===== src/rtl/string01011_hit_counter_if.sv =====
// Output slot of the string01011 hit counter: a valid/ready handshake that
// carries one completed-window hit count.
//   cnt_data   completed-window hit count, stable while cnt_valid=1
//   cnt_valid  output slot full
//   cnt_ready  consumer accepts; transfer when cnt_valid & cnt_ready
// master = counter side (drives data/valid), slave = consumer side.
interface string01011_hit_counter_if #(
  parameter int CNT_W = 8
) ();
  logic [CNT_W-1:0] cnt_data;
  logic             cnt_valid;
  logic             cnt_ready;

  modport master (output cnt_data, output cnt_valid, input cnt_ready);
  modport slave  (input cnt_data, input cnt_valid, output cnt_ready);
endinterface


===== src/rtl/string01011_hit_counter.sv =====
// Downstream stage of the string01011 Mealy detector. Counts Z hit pulses
// over fixed windows of WINDOW clock cycles, then offers the saturated count
// on a valid/ready output slot. A completed window that finds the slot still
// full (and not draining) is dropped and latches the sticky overrun flag.
// Ports:
//   clk      in   system clock, rising edge
//   reset    in   synchronous, active-high reset
//   enable   in   1 = count; 0 = abort the partial window and idle
//   Z        in   hit pulse from the detector, sampled only while enable=1
//   cnt      master modport of string01011_hit_counter_if (data/valid/ready)
//   overrun  out  sticky: a completed window was dropped; cleared by reset
module string01011_hit_counter #(
  parameter int WINDOW = 64,
  parameter int CNT_W  = 8
) (
  input  logic                             clk,
  input  logic                             reset,
  input  logic                             enable,
  input  logic                             Z,
  string01011_hit_counter_if.master        cnt,
  output logic                             overrun
);

  localparam int               WC_W    = $clog2(WINDOW);
  localparam logic [WC_W-1:0]  WC_LAST = WC_W'(WINDOW - 1);
  localparam logic [CNT_W-1:0] CNT_MAX = '1;

  typedef enum logic {
    IDLE,
    RUN
  } state_t;

  state_t           state_q, state_d;
  logic [WC_W-1:0]  wc_q, wc_d;
  logic [CNT_W-1:0] acc_q, acc_d;
  logic [CNT_W-1:0] acc_sum;
  logic             win_end;

  logic [CNT_W-1:0] data_q;
  logic             valid_q;
  logic             overrun_q;
  logic             slot_free;

  // Saturating add of this cycle's hit. In IDLE acc_q is already 0, so the
  // same sum serves as the cycle-0 value of a fresh window.
  always_comb begin
    acc_sum = acc_q;
    if (Z && (acc_q != CNT_MAX)) begin
      acc_sum = acc_q + CNT_W'(1);
    end
  end

  // NOTE: every signal driven here gets a default first, so no path through
  // the case can leave it unassigned and infer a latch.
  always_comb begin
    state_d = state_q;
    wc_d    = wc_q;
    acc_d   = acc_q;
    win_end = 1'b0;
    case (state_q)
      IDLE: begin
        if (enable) begin
          // This cycle is window cycle 0 and its Z is counted.
          state_d = RUN;
          wc_d    = WC_W'(1);
          acc_d   = acc_sum;
        end
      end
      RUN: begin
        if (!enable) begin
          state_d = IDLE;
          wc_d    = '0;
          acc_d   = '0;
        end else if (wc_q == WC_LAST) begin
          // Window end: acc_sum is the final count; the next cycle starts a
          // new window without passing through IDLE.
          win_end = 1'b1;
          wc_d    = '0;
          acc_d   = '0;
        end else begin
          wc_d  = wc_q + WC_W'(1);
          acc_d = acc_sum;
        end
      end
      default: begin
        state_d = IDLE;
        wc_d    = '0;
        acc_d   = '0;
      end
    endcase
  end

  // NOTE: registers use non-blocking assignments so every flop samples the
  // pre-edge values, independent of statement order.
  always_ff @(posedge clk) begin
    if (reset) begin
      state_q <= IDLE;
      wc_q    <= '0;
      acc_q   <= '0;
    end else begin
      state_q <= state_d;
      wc_q    <= wc_d;
      acc_q   <= acc_d;
    end
  end

  // The slot can take a new count if empty, or if it is draining this cycle.
  assign slot_free = !valid_q || cnt.cnt_ready;

  always_ff @(posedge clk) begin
    if (reset) begin
      data_q    <= '0;
      valid_q   <= 1'b0;
      overrun_q <= 1'b0;
    end else if (win_end) begin
      if (slot_free) begin
        data_q  <= acc_sum;
        valid_q <= 1'b1;
      end else begin
        // Older unread count is kept; the new one is lost.
        overrun_q <= 1'b1;
      end
    end else if (valid_q && cnt.cnt_ready) begin
      valid_q <= 1'b0;
    end
  end

  assign cnt.cnt_data  = data_q;
  assign cnt.cnt_valid = valid_q;
  assign overrun       = overrun_q;

endmodule

===== src/flat_wrapper.sv =====
// flat-port wrapper written by rule: the top's interface ports become plain ports
module string01011_hit_counter_flat 
#(
  parameter int WINDOW = 64,
  parameter int CNT_W  = 8
)
  (clk, reset, enable, Z, overrun, cnt_cnt_data, cnt_cnt_valid, cnt_cnt_ready);
  string01011_hit_counter_if #(.CNT_W(CNT_W)) cnt_i ();
  input  logic clk;
  input  logic reset;
  input  logic enable;
  input  logic Z;
  output logic overrun;
  output wire logic [$bits(cnt_i.cnt_data)-1:0] cnt_cnt_data;
  output wire logic [$bits(cnt_i.cnt_valid)-1:0] cnt_cnt_valid;
  input wire logic [$bits(cnt_i.cnt_ready)-1:0] cnt_cnt_ready;
  assign cnt_cnt_data = cnt_i.cnt_data;
  assign cnt_cnt_valid = cnt_i.cnt_valid;
  assign cnt_i.cnt_ready = cnt_cnt_ready;
  string01011_hit_counter #(.WINDOW(WINDOW), .CNT_W(CNT_W)) u_core (.clk(clk), .reset(reset), .enable(enable), .Z(Z), .cnt(cnt_i), .overrun(overrun));
endmodule

===== config.mk =====
export PLATFORM = sky130hd
export DESIGN_NAME = string01011_hit_counter_flat
export DESIGN_NICKNAME = d
export VERILOG_FILES = /design/src/rtl/string01011_hit_counter_if.sv /design/src/rtl/string01011_hit_counter.sv /design/src/flat_wrapper.sv
export SDC_FILE = /design/constraint.sdc
export NUM_CORES = 1
export LEC_CHECK = 0
export CAP_MARGIN = 20
export CORE_AREA = 2 2 54 56
export CTS_CLUSTER_SIZE = 24
export DETAILED_ROUTE_END_ITERATION = 16
export DIE_AREA = 0 0 56 58
export GPL_ROUTABILITY_DRIVEN = 1
export GPL_TIMING_DRIVEN = 0
export PLACE_DENSITY = 0.66
export SYNTH_ARGS = -nofsm -noshare
export SYNTH_HDL_FRONTEND = slang
export SYNTH_SLANG_ARGS = --single-unit

===== constraint.sdc =====
create_clock -name clk -period 1.6 [get_ports clk]
set_input_delay 0.24 -clock clk [delete_from_list [all_inputs] [get_ports clk]]
set_output_delay 0.24 -clock clk [all_outputs]
set_load 0.05 [all_outputs]

* Yosys cells after proc, flatten, opt, wreduce, memory -nomap -nowiden
Cells that the tools add are included.
W data, S select, Z words.
** Word-level totals
- Register bits :: 25
- Bits of input ports :: 5
- Word-level logic and storage cells :: 38
** Cells by class
- $add $sub $neg :: 2
- Equality and inequality tests :: 4
- Muxes and demuxes :: 16
- Bitwise gates (word level) :: 2
- Reductions and logical operators :: 8
** Operators by type and width (number)
- $mux W8 :: 4
- $mux W6 :: 3
- $pmux W8 S2 :: 1
- $pmux W6 S2 :: 1
- $add A8 B1 Y8 const B :: 1
- $ne A8 B8 Y1 const B :: 1
- $mux W1 :: 7
- $add A6 B1 Y6 const B :: 1
- $eq A6 B6 Y1 const B :: 1
- $reduce_and A2 Y1 :: 3
- $ne A2 B2 Y1 const B :: 2
- $logic_and A1 B1 Y1 :: 2
- $not A1 Y1 :: 2
- $reduce_bool A2 Y1 :: 1
- $logic_not A1 Y1 :: 1
- $logic_or A1 B1 Y1 :: 1

* Depth between registers and ports, before layout
Gate-level depths: netlist of run 1.
- Depth in word-level cells :: 6
- Depth in mapped cells :: 6

* Worst setup path before layout of run 1
No wires, ideal clock.
- Path kind :: reg2reg
- Start :: register u_core.valid_q, in the netlist u_core.cnt.cnt_valid
- End :: register u_core.data_q[3], in the netlist u_core.cnt.cnt_data[3]
- Arrival time :: 1.503 ns
- Required time :: 1.533 ns
- Path slack :: 0.029 ns
- Stages on the path, launching flop included :: 5
- Path buffers :: 0
- Period minus slack after synthesis :: 1.571 ns
- Cell sequence :: dfxtp_1 > nor2b_1 > or4_4 > a211o_1 > o21ai_2
** On the way
- Cells in the longest elaborated chain, start to end :: 3
** RTL lines
- start: declaration :: line string01011_hit_counter.sv:40 : logic valid_q;
- start signal: assignment :: line string01011_hit_counter.sv:113 : valid_q <= 1'b0;
- start signal: assignment :: line string01011_hit_counter.sv:118 : valid_q <= 1'b1;
- start signal: assignment :: line string01011_hit_counter.sv:124 : valid_q <= 1'b0;
- $logic_not A1 Y1 :: line string01011_hit_counter.sv:108 : assign slot_free = !valid_q || cnt.cnt_ready;
- $logic_or A1 B1 Y1 :: line string01011_hit_counter.sv:108
- $reduce_and A2 Y1 (no source line)
- end signal: assignment :: line string01011_hit_counter.sv:117 : data_q <= acc_sum;
- end: declaration :: line string01011_hit_counter.sv:39 : logic [CNT_W-1:0] data_q;
No other way between the ends.
A chain may end at the register's enable or synchronous reset.

* Final worst setup path of run 1
- Start :: register u_core.wc_q[0]
- End :: register u_core.data_q[3], in the netlist u_core.cnt.cnt_data[3]
** On the way
- Cells in the longest elaborated chain, start to end :: 5
** RTL lines
- start: declaration :: line string01011_hit_counter.sv:34 : logic [WC_W-1:0] wc_q, wc_d;
- start signal: assignment :: line string01011_hit_counter.sv:102 : wc_q <= wc_d;
- $eq A6 B6 Y1 :: line string01011_hit_counter.sv:74 : end else if (wc_q == WC_LAST) begin
- $mux W1 :: line string01011_hit_counter.sv:74
- $mux W1 :: line string01011_hit_counter.sv:70 : if (!enable) begin
- $mux W1 :: line string01011_hit_counter.sv:60 : case (state_q)
- $reduce_and A2 Y1 (no source line)
No other way between the ends.

==> metrics.csv, run 1 <==
stage,metric,value,unit
cells_and_area,post-layout util,57.5,%
grt,grt ovf,0,
sta,setup ws final,-0.0168,ns
place,GPL Wtd Cong,0.838,
cells_and_area,layout cell share with drive strength beyond 1,19.8,%
min_path,hold path startpoint,u_core.cnt.cnt_data[2]$_SDFFE_PP0P_,
floorplanning,core box area,2660,um^2
floorplanning,full die area,3250,um^2
status,failing checks,setup timing,
critical_path,element type at the critical path end,flip-flop,
critical_path,reg-to-reg endpoint,u_core.cnt.cnt_data[3]$_SDFFE_PP0P_,
synthesis,largest area contributor in the netlist,dfxtp_1,
critical_path,FF-to-FF path depth,5,
cells_and_area,nets,175,
critical_path,Slowest cell on crit path,or4_4,
sta,Worst slew margin,62.8,%
place,Buffers on Ports,14,
synthesis,Post-synth EDFFs,0,
synthesis,"Cell Area, Synth",1220,um^2
critical_path,reg2reg setup slack,-0.02,ns
critical_path,"delay-heaviest family, CP",simple AND/OR/NAND/NOR gates,
clock_tree,clk root buf,clkbuf_4,
cells_and_area,"commonest cells after routing, fill and taps aside","nor2_1, dfxtp_1, o21ai_0",
clock_tree,Skew-Pair Late Insertion Delay,0.33,ns
synthesis,Most used DFF post-synth,dfxtp_1,
critical_path,Crit Path Category,reg2reg,
routing,vias post-DR,1157,
clock_tree,H-tree levels,1,
cells_and_area,number of diodes,0,
synthesis,Mean Syn Cell Area,8.50,um^2
critical_path,reg2reg start,u_core.wc_q[0]$_SDFFE_PP0P_,
place,DP Worst Slack,-0.309,ns
synthesis,synth unique cells,42,
pwr,Pwr Density,659,nW/um^2
grt,vias in the first global route,1067,
sta,Setup-failing EPs final,1,
synthesis,synthesis-stage register bit count,25,
pwr,Reg power frac,62.8,%
routing,WL per Instance,14.5,um
min_path,hold path depth,2,
status,status,"complete, but fails checks",
pwr,Sw Pwr,246,uW
sta,Final Hold Viols,0,
sta,final period utilization,101,%
critical_path,CP Data Arrival Time,1.88,ns
place,Post-DP HPWL,1990,um
grt,initial antenna violation count,0,
sta,clk_skew,0.0152,ns
critical_path,Critical Path Fanout Max,6,
cells_and_area,Multi-input gate area,739,um^2
place,# placed instances,188,
cells_and_area,Reg area,517,um^2
sta,total negative slack,-0.0168,ns
routing,residual DRC count,0,
cells_and_area,Finished Layout Cells,198,
sta,Final min period,1.62,ns
min_path,Worst Hold Path EP,u_core.cnt.cnt_data[2]$_SDFFE_PP0P_,
routing,final WL,2870,um
grt,global-route usage over all layers,18.1,%
sta,hold_ws,0.481,ns
critical_path,critical path cell sequence,"ha_4, nand3_4, or4_4, a211o_1, o21ai_2",
sta,Slew Limit Fails,0,
cells_and_area,# fillers,244,
place,Area after DPL,1400,um^2
clock_tree,Num CTS Buffers,3,
pwr,Int Pwr,763,uW
floorplanning,I/O pin count,15,
critical_path,CP startpoint kind,flip-flop,
sta,Max Fclk,0.619,GHz
grt,largest net degree at the start of global routing,14,
critical_path,Worst EP required,1.86,ns
synthesis,Synth Net Count,150,
job,max-cap viol count,0,
min_path,Worst Hold Class,reg2reg,
cells_and_area,fin area,1530,um^2
clock_tree,Worst-path clk slew,0.14,ns
grt,first-pass GRT wire length,4600,um
pwr,Comb power frac,8.2,%
synthesis,Mapped Cells,143,
routing,DR vias/cell,5.84,
pwr,peak supply drop,531,uV
synthesis,top cell type's share of synthesized area,41.2,%
sta,RSZ-0062 raised after global routing,yes,
synthesis,ys async rst share,0,%
pwr,final total power,1.01,mW
synthesis,post-synthesis sequential area ratio,41.2,%
pwr,switching portion of total power,24.4,%
clock_tree,clk buf depth,2,
synthesis,yosys warns,0,
floorplanning,DIE WIDTH,56,um
floorplanning,Placement Rows,19,
sta,actual slew at the worst max-slew pin,0.554,ns
pwr,P_leak,0.566,nW
clock_tree,clk sinks,25,
floorplanning,initial core utilization,45.7,%
floorplanning,chip height,58,um
pwr,clock group share of total power,29.0,%
critical_path,worst path bufs/invs,0,
cells_and_area,Layout area overhead,25.9,%
routing,antenna-violating nets left,0,
clock_tree,CTS tree,done,
critical_path,Crit path largest cell delay,0.59,ns
synthesis,Area contributors post-synth,"dfxtp_1, nor2_1, o21ai_0",
routing,Initial DRC Count,39,
routing,Initial DRT Pass Iterations,4,
kinds of logic after synthesis:
| family | Yosys count | synth area share [%] |
|---|---|---|
| flops | 25 | 41.2 |
| xor+xnor | 1 | 0.720 |
| fa+ha+maj | 2 | 2.06 |
| simple gates | 60 | 26.7 |
| compound gates | 47 | 25.2 |
| buf+inv | 6 | 2.47 |
| mux | 2 | 1.65 |
sequential cells by signal, summed over array words and instances (netlist names):
name / count
u_core.acc_q: 8
u_core.cnt.cnt_data: 8
u_core.cnt.cnt_valid: 1
u_core.overrun: 1
u_core.state_q: 1
u_core.wc_q: 6
power groups by stage:
stage / registers [mW] / logic [mW] / clock network (mW)
3_5_place_dp: 0.648 / 0.0763 / 0
2_1_floorplan: 0.647 / 0.0510 / 0
3_3_place_gp: 0.648 / 0.0742 / 0
4_1_cts: 0.636 / 0.0792 / 0.301
6_report: 0.634 / 0.0823 / 0.293
5_1_grt: 0.635 / 0.0915 / 0.326
worst min-delay path, stage by stage (launching register included):
cell      delay, ns
dfxtp_1        0.34
nand2b_1       0.06
a21oi_1        0.05
worst max path at each step:
stage / from / endpoint / slack (ns) / cells after the start
2_1_floorplan: u_core.cnt.cnt_valid$_SDFFE_PP0P_ / u_core.cnt.cnt_data[3]$_SDFFE_PP0P_ / 0.03 / 4
3_3_place_gp: enable / u_core.cnt.cnt_data[0]$_SDFFE_PP0P_ / -0.27 / 6
3_5_place_dp: enable / u_core.cnt.cnt_data[0]$_SDFFE_PP0P_ / -0.31 / 6
4_1_cts: u_core.wc_q[0]$_SDFFE_PP0P_ / u_core.cnt.cnt_data[3]$_SDFFE_PP0P_ / 0.005 / 5
5_1_grt: u_core.wc_q[0]$_SDFFE_PP0P_ / u_core.cnt.cnt_data[3]$_SDFFE_PP0P_ / -0.06 / 5
6_report: u_core.wc_q[0]$_SDFFE_PP0P_ / u_core.cnt.cnt_data[3]$_SDFFE_PP0P_ / -0.02 / 5
timing repair:
action                     4_1_cts  5_1_grt
buffers inserted                 1        5
hold buffers                     0        0
resized for setup               25        8
setup endpoints to repair       20        8
pin swaps                        4        3
layer usage:
| metal | track usage [%] | wire length (um) | share of wire (%) | vias to the layer above |
|---|---|---|---|---|
| met2 | 30.9 | 1390 | 49 | 20 |
| li1 | - | - | - | 586 |
| met4 | 8.16 | 36 | 1.3 | 0 |
| met1 | 21.2 | 1330 | 46 | 546 |
| met3 | 5.36 | 112 | 3.9 | 5 |
| met5 | 0 | 0 | 0 | - |
Yosys cell counts (all sizes together) (4+ instances only):
| master | number |
|---|---|
| dfxtp | 25 |
| nor2 | 18 |
| nand3 | 9 |
| a31oi | 5 |
| nand2b | 6 |
| buf | 5 |
| o21ai | 13 |
| a21oi | 11 |
| nand2 | 4 |
layout make-up:
class	count	area share, %
Multi-Input combinational cell	112	48.3
Tap cell	31	2.53
Clock buffer	4	1.72
Buffer	6	2.45
Sequential cell	25	33.7
Timing Repair Buffer	20	11.3
Note: power is estimated with default switching activity, not from simulation.
==> inputs of run 2 (changes only) <==
Settings changed: CORE_AREA 2 2 54 56 to 2 2 62 64, DIE_AREA 0 0 56 58 to 0 0 64 66, PLACE_DENSITY 0.66 to 0.52, REMOVE_ABC_BUFFERS set to 1.
==> metrics.csv, run 2 (same netlist as run 1, synthesis figures left out) <==
stage,metric,value,unit,change
status,status,"finished, final reports clean",,
routing,Initial DRC Count,54,,+38%
cells_and_area,"most common cell after layout, fill and taps aside",nor2_1,,
cells_and_area,# fillers,374,,+53%
sta,Worst slew margin,66.1,%,+3.4 points
routing,final WL,2670,um,-6.8%
clock_tree,hold_buf cts,0,,unchanged
critical_path,"delay-heaviest family, CP",simple AND/OR/NAND/NOR gates,,
floorplanning,full die area,4220,um^2,+30%
critical_path,Crit path largest cell delay,0.48,ns,-0.11 ns
grt,first-pass GRT wire length,4810,um,+4.5%
routing,antenna-violating nets left,0,,unchanged
cells_and_area,Layout area overhead,22.8,%,
cells_and_area,"commonest cells after routing, fill and taps aside","nor2_1, dfxtp_1, o21ai_0",,
critical_path,element type at the critical path end,flip-flop,,
cells_and_area,nets,166,,-5.1%
clock_tree,Num CTS Buffers,3,,unchanged
clock_tree,CTS tree,done,,
pwr,peak supply drop,279,uV,-47%
sta,Max Fclk,0.649,GHz,+4.9%
grt,largest net degree at the start of global routing,22,,+8
clock_tree,clk root buf,clkbuf_4,,
clock_tree,Skew-Pair Late Insertion Delay,0.31,ns,-0.02 ns
min_path,Worst Hold Class,in2reg,,
sta,final period utilization,96.4,%,-4.7 points
grt,global-route usage over all layers,14.3,%,-3.8 points
sta,Final Hold Viols,0,,unchanged
routing,DR vias/cell,5.47,,-6.4%
critical_path,critical path cell sequence,"ha_4, nand3_4, or4_4, a211o_1, o21ai_2",,
pwr,final total power,993,uW,-1.6%
cells_and_area,number of diodes,0,,unchanged
grt,initial antenna violation count,0,,unchanged
pwr,Pwr Density,665,nW/um^2,+0.90%
floorplanning,initial core utilization,34.2,%,-11 points
sta,RSZ-0062 raised after global routing,no,,
routing,WL per Instance,13.0,um,-10%
cells_and_area,layout cell share with drive strength beyond 1,18.4,%,-1.4 points
critical_path,Slowest cell on crit path,or4_4,,
job,max-cap viol count,0,,unchanged
pwr,Sw Pwr,236,uW,-4.2%
grt,vias in the first global route,1060,,-0.66%
critical_path,worst path bufs/invs,0,,unchanged
critical_path,Worst EP required,1.86,ns,about the same
sta,Final min period,1.54,ns,-0.0748 ns
clock_tree,H-tree levels,1,,unchanged
pwr,P_leak,0.540,nW,-4.6%
pwr,Int Pwr,757,uW,-0.72%
place,GPL Wtd Cong,0.907,,+8.2%
pwr,switching portion of total power,23.7,%,-0.65 points
sta,setup ws final,0.0580,ns,+0.0748 ns
clock_tree,clk sinks,25,,unchanged
routing,residual DRC count,0,,unchanged
routing,Initial DRT Pass Iterations,4,,unchanged
critical_path,Crit Path Category,reg2reg,,
place,Buffers on Ports,14,,unchanged
routing,vias post-DR,1127,,-2.6%
pwr,Comb power frac,7.0,%,-1.2 points
pwr,Reg power frac,64.5,%,+1.7 points
floorplanning,DIE WIDTH,64,um,+14%
sta,Slew Limit Fails,0,,unchanged
critical_path,CP Data Arrival Time,1.80,ns,-0.08 ns
sta,clk_skew,0.00268,ns,-0.0125 ns
floorplanning,core box area,3550,um^2,+33%
floorplanning,I/O pin count,15,,unchanged
critical_path,CP startpoint kind,flip-flop,,
clock_tree,clk buf depth,2,,unchanged
grt,grt ovf,0,,unchanged
floorplanning,Placement Rows,22,,+3
place,DP Worst Slack,-0.697,ns,-0.388 ns
clock_tree,Worst-path clk slew,0.13,ns,about the same
pwr,clock group share of total power,28.5,%,-0.5 points
sta,Setup-failing EPs final,0,,-1
sta,actual slew at the worst max-slew pin,0.504,ns,-0.0501 ns
critical_path,Critical Path Fanout Max,7,,+1
place,Post-DP HPWL,1860,um,-6.6%
floorplanning,chip height,66,um,+14%
==> run 2: cell types whose count changed in the layout (fill, tap and decap cells not counted), sizes merged <==
cell,change
clkdlybuf4s15,+1
dlymetal6s2s,+1
clkdlybuf4s50,-3
dlygate4sd2,+1
clkbuf,-2
buf,-7
==> run 2: routing by layer <==
layer	share of wire, %	track usage, %
met1	49	18.8
met2	48	22.9
met3	2.9	2.90
met5	0	0
met4	0.64	5.71
==> run 2: power groups by stage <==
stage / logic (mW) / registers, mW / clock network, mW
finish: 0.0694 / 0.640 / 0.283
global route: 0.0780 / 0.642 / 0.326
floorplan: 0.0379 / 0.649 / 0
CTS: 0.0688 / 0.639 / 0.302
detailed placement: 0.0679 / 0.652 / 0
global placement: 0.0671 / 0.651 / 0
==> run 2: per-stage QoR <==
step / utilization [%] / cells / cell area [um^2] / TNS, ns / hold slack (ns)
3_5_place_dp: 39.2 / 199 / 1390 / -9.41 / 0.464
6_report: 42.1 / 206 / 1490 / 0 / 0.313
5_1_grt: 42.1 / 206 / 1490 / 0 / 0.359
3_3_place_gp: 39.0 / 199 / 1390 / -12.97 / 0.456
4_1_cts: 41.2 / 205 / 1460 / 0 / 0.460
2_1_floorplan: - / 137 / 1190 / -1.28 / 0.309
==> run 2: worst reg2reg max path: stages (launching register included) <==
cell and delay, ns:
dfxtp_4 0.40, ha_4 0.17, nand3_4 0.12, or4_4 0.48, a211o_1 0.27, o21ai_2 0.06
==> run 2: final timing paths <==
check	startpoint	endpoint	slack, ns	depth (start not counted)
worst min-delay path	Z	u_core.acc_q[2]$_SDFFE_PP0P_	0.31	3
worst min register to register	u_core.cnt.cnt_data[2]$_SDFFE_PP0P_	u_core.cnt.cnt_data[2]$_SDFFE_PP0P_	0.47	2
worst max register to register	u_core.wc_q[0]$_SDFFE_PP0P_	u_core.cnt.cnt_data[3]$_SDFFE_PP0P_	0.06	5
worst max-delay path	u_core.wc_q[0]$_SDFFE_PP0P_	u_core.cnt.cnt_data[3]$_SDFFE_PP0P_	0.06	5
==> run 2: area by class of cell <==
type / count / area, um^2 / area share (%)
clock buffer: 4 / 26.3 / 1.76
multi-input combinational: 112 / 738 / 49.4
sequential: 25 / 517 / 34.6
tap: 48 / 60.1 / 4.02
timing repair buffer: 17 / 153 / 10.2
==> run 2: timing repair <==
action                     in CTS  in global routing
setup endpoints to repair      25                  7
buffers inserted                2                  1
resized for setup              29                  7
pin swaps                       3                  2
hold endpoints to repair        0                  0
==> inputs of run 3 (changes only) <==
Settings changed: REMOVE_ABC_BUFFERS 1 to unset.
==> metrics.csv, run 3 (same netlist as run 1, synthesis figures left out) <==
stage,metric,value,unit,change
critical_path,reg-to-reg endpoint,u_core.cnt.cnt_data[3]$_SDFFE_PP0P_,,
critical_path,FF-to-FF path depth,5,,unchanged
clock_tree,clk buf depth,2,,unchanged
cells_and_area,Finished Layout Cells,220,,+6.8%
grt,global-route usage over all layers,15.4,%,+1.1 points
critical_path,CP Data Arrival Time,1.83,ns,+0.03 ns
pwr,Int Pwr,771,uW,+1.8%
place,Post-DP HPWL,2010,um,+8.2%
place,GPL Wtd Cong,0.897,,-1.1%
min_path,hold path depth,3,,unchanged
critical_path,Crit path largest cell delay,0.57,ns,+0.09 ns
min_path,hold path startpoint,Z,,
sta,actual slew at the worst max-slew pin,0.705,ns,+0.201 ns
pwr,Pwr Density,621,nW/um^2,-6.5%
routing,antenna-violating nets left,0,,unchanged
floorplanning,core box area,3550,um^2,unchanged
job,max-cap viol count,0,,unchanged
pwr,Reg power frac,62.5,%,-2.0 points
cells_and_area,Layout area overhead,34.8,%,
grt,largest net degree at the start of global routing,14,,-36%
cells_and_area,"most common cell after layout, fill and taps aside",nor2_1,,
sta,Final Hold Viols,0,,unchanged
clock_tree,clk root buf,clkbuf_4,,
grt,grt ovf,0,,unchanged
status,status,"finished, final reports clean",,
clock_tree,H-tree levels,1,,unchanged
pwr,switching portion of total power,24.3,%,+0.55 points
cells_and_area,"commonest cells after routing, fill and taps aside","nor2_1, dfxtp_1, o21ai_0, a21oi_1",,
floorplanning,chip height,66,um,unchanged
floorplanning,initial core utilization,34.2,%,unchanged
pwr,Comb power frac,9.2,%,+2.2 points
grt,vias in the first global route,1158,,+9.2%
critical_path,CP Launch Point,u_core.wc_q[0]$_SDFFE_PP0P_,,
place,Buffers on Ports,14,,unchanged
critical_path,Critical Path Fanout Max,4,,-3
sta,Max Fclk,0.637,GHz,-1.7%
sta,Final min period,1.57,ns,+0.0272 ns
clock_tree,Skew-Pair Late Insertion Delay,0.32,ns,about the same
sta,RSZ-0062 raised after global routing,yes,,
critical_path,element type at the critical path end,flip-flop,,
cells_and_area,# fillers,362,,-3.2%
floorplanning,Placement Rows,22,,unchanged
critical_path,Crit Path Category,reg2reg,,
min_path,Worst Hold Class,in2reg,,
clock_tree,Worst-path clk slew,0.14,ns,about the same
critical_path,reg2reg setup slack,0.03,ns,-0.03 ns
routing,Initial DRT Pass Iterations,4,,unchanged
routing,final WL,3030,um,+13%
critical_path,Slowest cell on crit path,or4_4,,
pwr,Sw Pwr,247,uW,+4.9%
floorplanning,DIE WIDTH,64,um,unchanged
critical_path,worst path bufs/invs,0,,unchanged
critical_path,Worst EP required,1.87,ns,about the same
min_path,Worst Hold Path EP,u_core.acc_q[2]$_SDFFE_PP0P_,,
sta,clk_skew,0.00424,ns,+0.00156 ns
routing,WL per Instance,13.8,um,+6.1%
routing,vias post-DR,1211,,+7.5%
sta,Setup-failing EPs final,0,,unchanged
cells_and_area,number of diodes,0,,unchanged
cells_and_area,layout cell share with drive strength beyond 1,24.4,%,+6.1 points
cells_and_area,nets,180,,+8.4%
clock_tree,Num CTS Buffers,3,,unchanged
clock_tree,clk sinks,25,,unchanged
clock_tree,hold_buf cts,0,,unchanged
sta,final period utilization,98.1,%,+1.7 points
grt,initial antenna violation count,0,,unchanged
sta,Worst slew margin,52.6,%,-13 points
pwr,final total power,1.02,mW,+2.5%
critical_path,CP startpoint kind,flip-flop,,
place,# placed instances,205,,+3.0%
routing,Initial DRC Count,43,,-20%
clock_tree,CTS tree,done,,
grt,first-pass GRT wire length,5090,um,+5.9%
pwr,clock group share of total power,28.3,%,-0.2 points
routing,DR vias/cell,5.50,,+0.62%
pwr,P_leak,0.607,nW,+13%
critical_path,"delay-heaviest family, CP",simple AND/OR/NAND/NOR gates,,
sta,Slew Limit Fails,0,,unchanged
routing,residual DRC count,0,,unchanged
cells_and_area,post-layout util,46.2,%,+4.1 points
floorplanning,I/O pin count,15,,unchanged
critical_path,critical path cell sequence,"ha_4, nand3_4, or4_4, a211o_1, o21ai_2",,
floorplanning,full die area,4220,um^2,unchanged
critical_path,reg2reg start,u_core.wc_q[0]$_SDFFE_PP0P_,,
pwr,peak supply drop,361,uV,+29%
==> run 3: cell count changes in the layout (fill, tap and decap cells not counted), sizes merged <==
cell / previous run / this run
clkdlybuf4s50: 1 / 3
dlygate4sd2: 11 / 10
clkdlybuf4s15: 1 / 0
clkbuf: 4 / 8
buf: 3 / 13
==> run 3: cell type report <==
| cell class | instances | area (um^2) | share of cell area, % |
|---|---|---|---|
| buffer | 6 | 46.3 | 2.82 |
| clock buffer | 4 | 26.3 | 1.60 |
| multi-input combinational | 112 | 774 | 47.3 |
| sequential | 25 | 515 | 31.5 |
| tap | 48 | 60.1 | 3.66 |
| timing repair buffer | 25 | 216 | 13.2 |
==> run 3: per-stage QoR <==
| stage | hold slack, ns | setup slack [ns] | area [um^2] | setup TNS [ns] |
|---|---|---|---|---|
| 6_report | 0.311 | 0.0308 | 1640 | 0 |
| 5_1_grt | 0.332 | -0.0245 | 1640 | -0.0439 |
| 4_1_cts | 0.478 | -0.00724 | 1510 | -0.00724 |
| 3_5_place_dp | 0.462 | -0.319 | 1420 | -4.80 |
| 3_3_place_gp | 0.461 | -0.297 | 1420 | -4.35 |
| 2_1_floorplan | 0.395 | 0.0293 | 1220 | 0 |
==> run 3: power groups by stage <==
stage | Combinational [mW] | Clock (mW) | Sequential (mW)
after global routing | 0.103 | 0.337 | 0.638
after floorplan | 0.0510 | 0 | 0.647
after CTS | 0.0832 | 0.308 | 0.635
after detailed placement | 0.0771 | 0 | 0.648
final | 0.0934 | 0.288 | 0.636
after global placement | 0.0757 | 0 | 0.648
==> run 3: how the worst max path moves through the flow <==
stage	endpoint	slack, ns	cells after the start
after CTS	u_core.cnt.cnt_data[3]$_SDFFE_PP0P_	-0.007	5
after global routing	u_core.cnt.cnt_data[3]$_SDFFE_PP0P_	-0.02	5
after floorplan	u_core.cnt.cnt_data[3]$_SDFFE_PP0P_	0.03	4
final	u_core.cnt.cnt_data[3]$_SDFFE_PP0P_	0.03	5
after global placement	u_core.cnt.cnt_data[0]$_SDFFE_PP0P_	-0.30	6
after detailed placement	u_core.cnt.cnt_data[0]$_SDFFE_PP0P_	-0.32	6
==> run 3: worst reg2reg max path, stage by stage, from the launching register on <==
cell	delay (ns)
dfxtp_4	0.38
ha_4	0.15
nand3_4	0.09
or4_4	0.57
a211o_1	0.27
o21ai_2	0.06
==> run 3: repair_timing <==
item                                    CTS  global route
endpoints found under the setup margin   22            12
pin swaps                                 5             4
setup buffers                             6             5
resized for setup                        22            23
==> run 3: metal layers <==
metal	vias up	global-route usage, %	wire length (um)
li1	597	-	-
met3	4	4.26	112
met1	575	18.2	1410
met2	35	26.8	1470
met5	-	0	0
met4	0	5.16	34
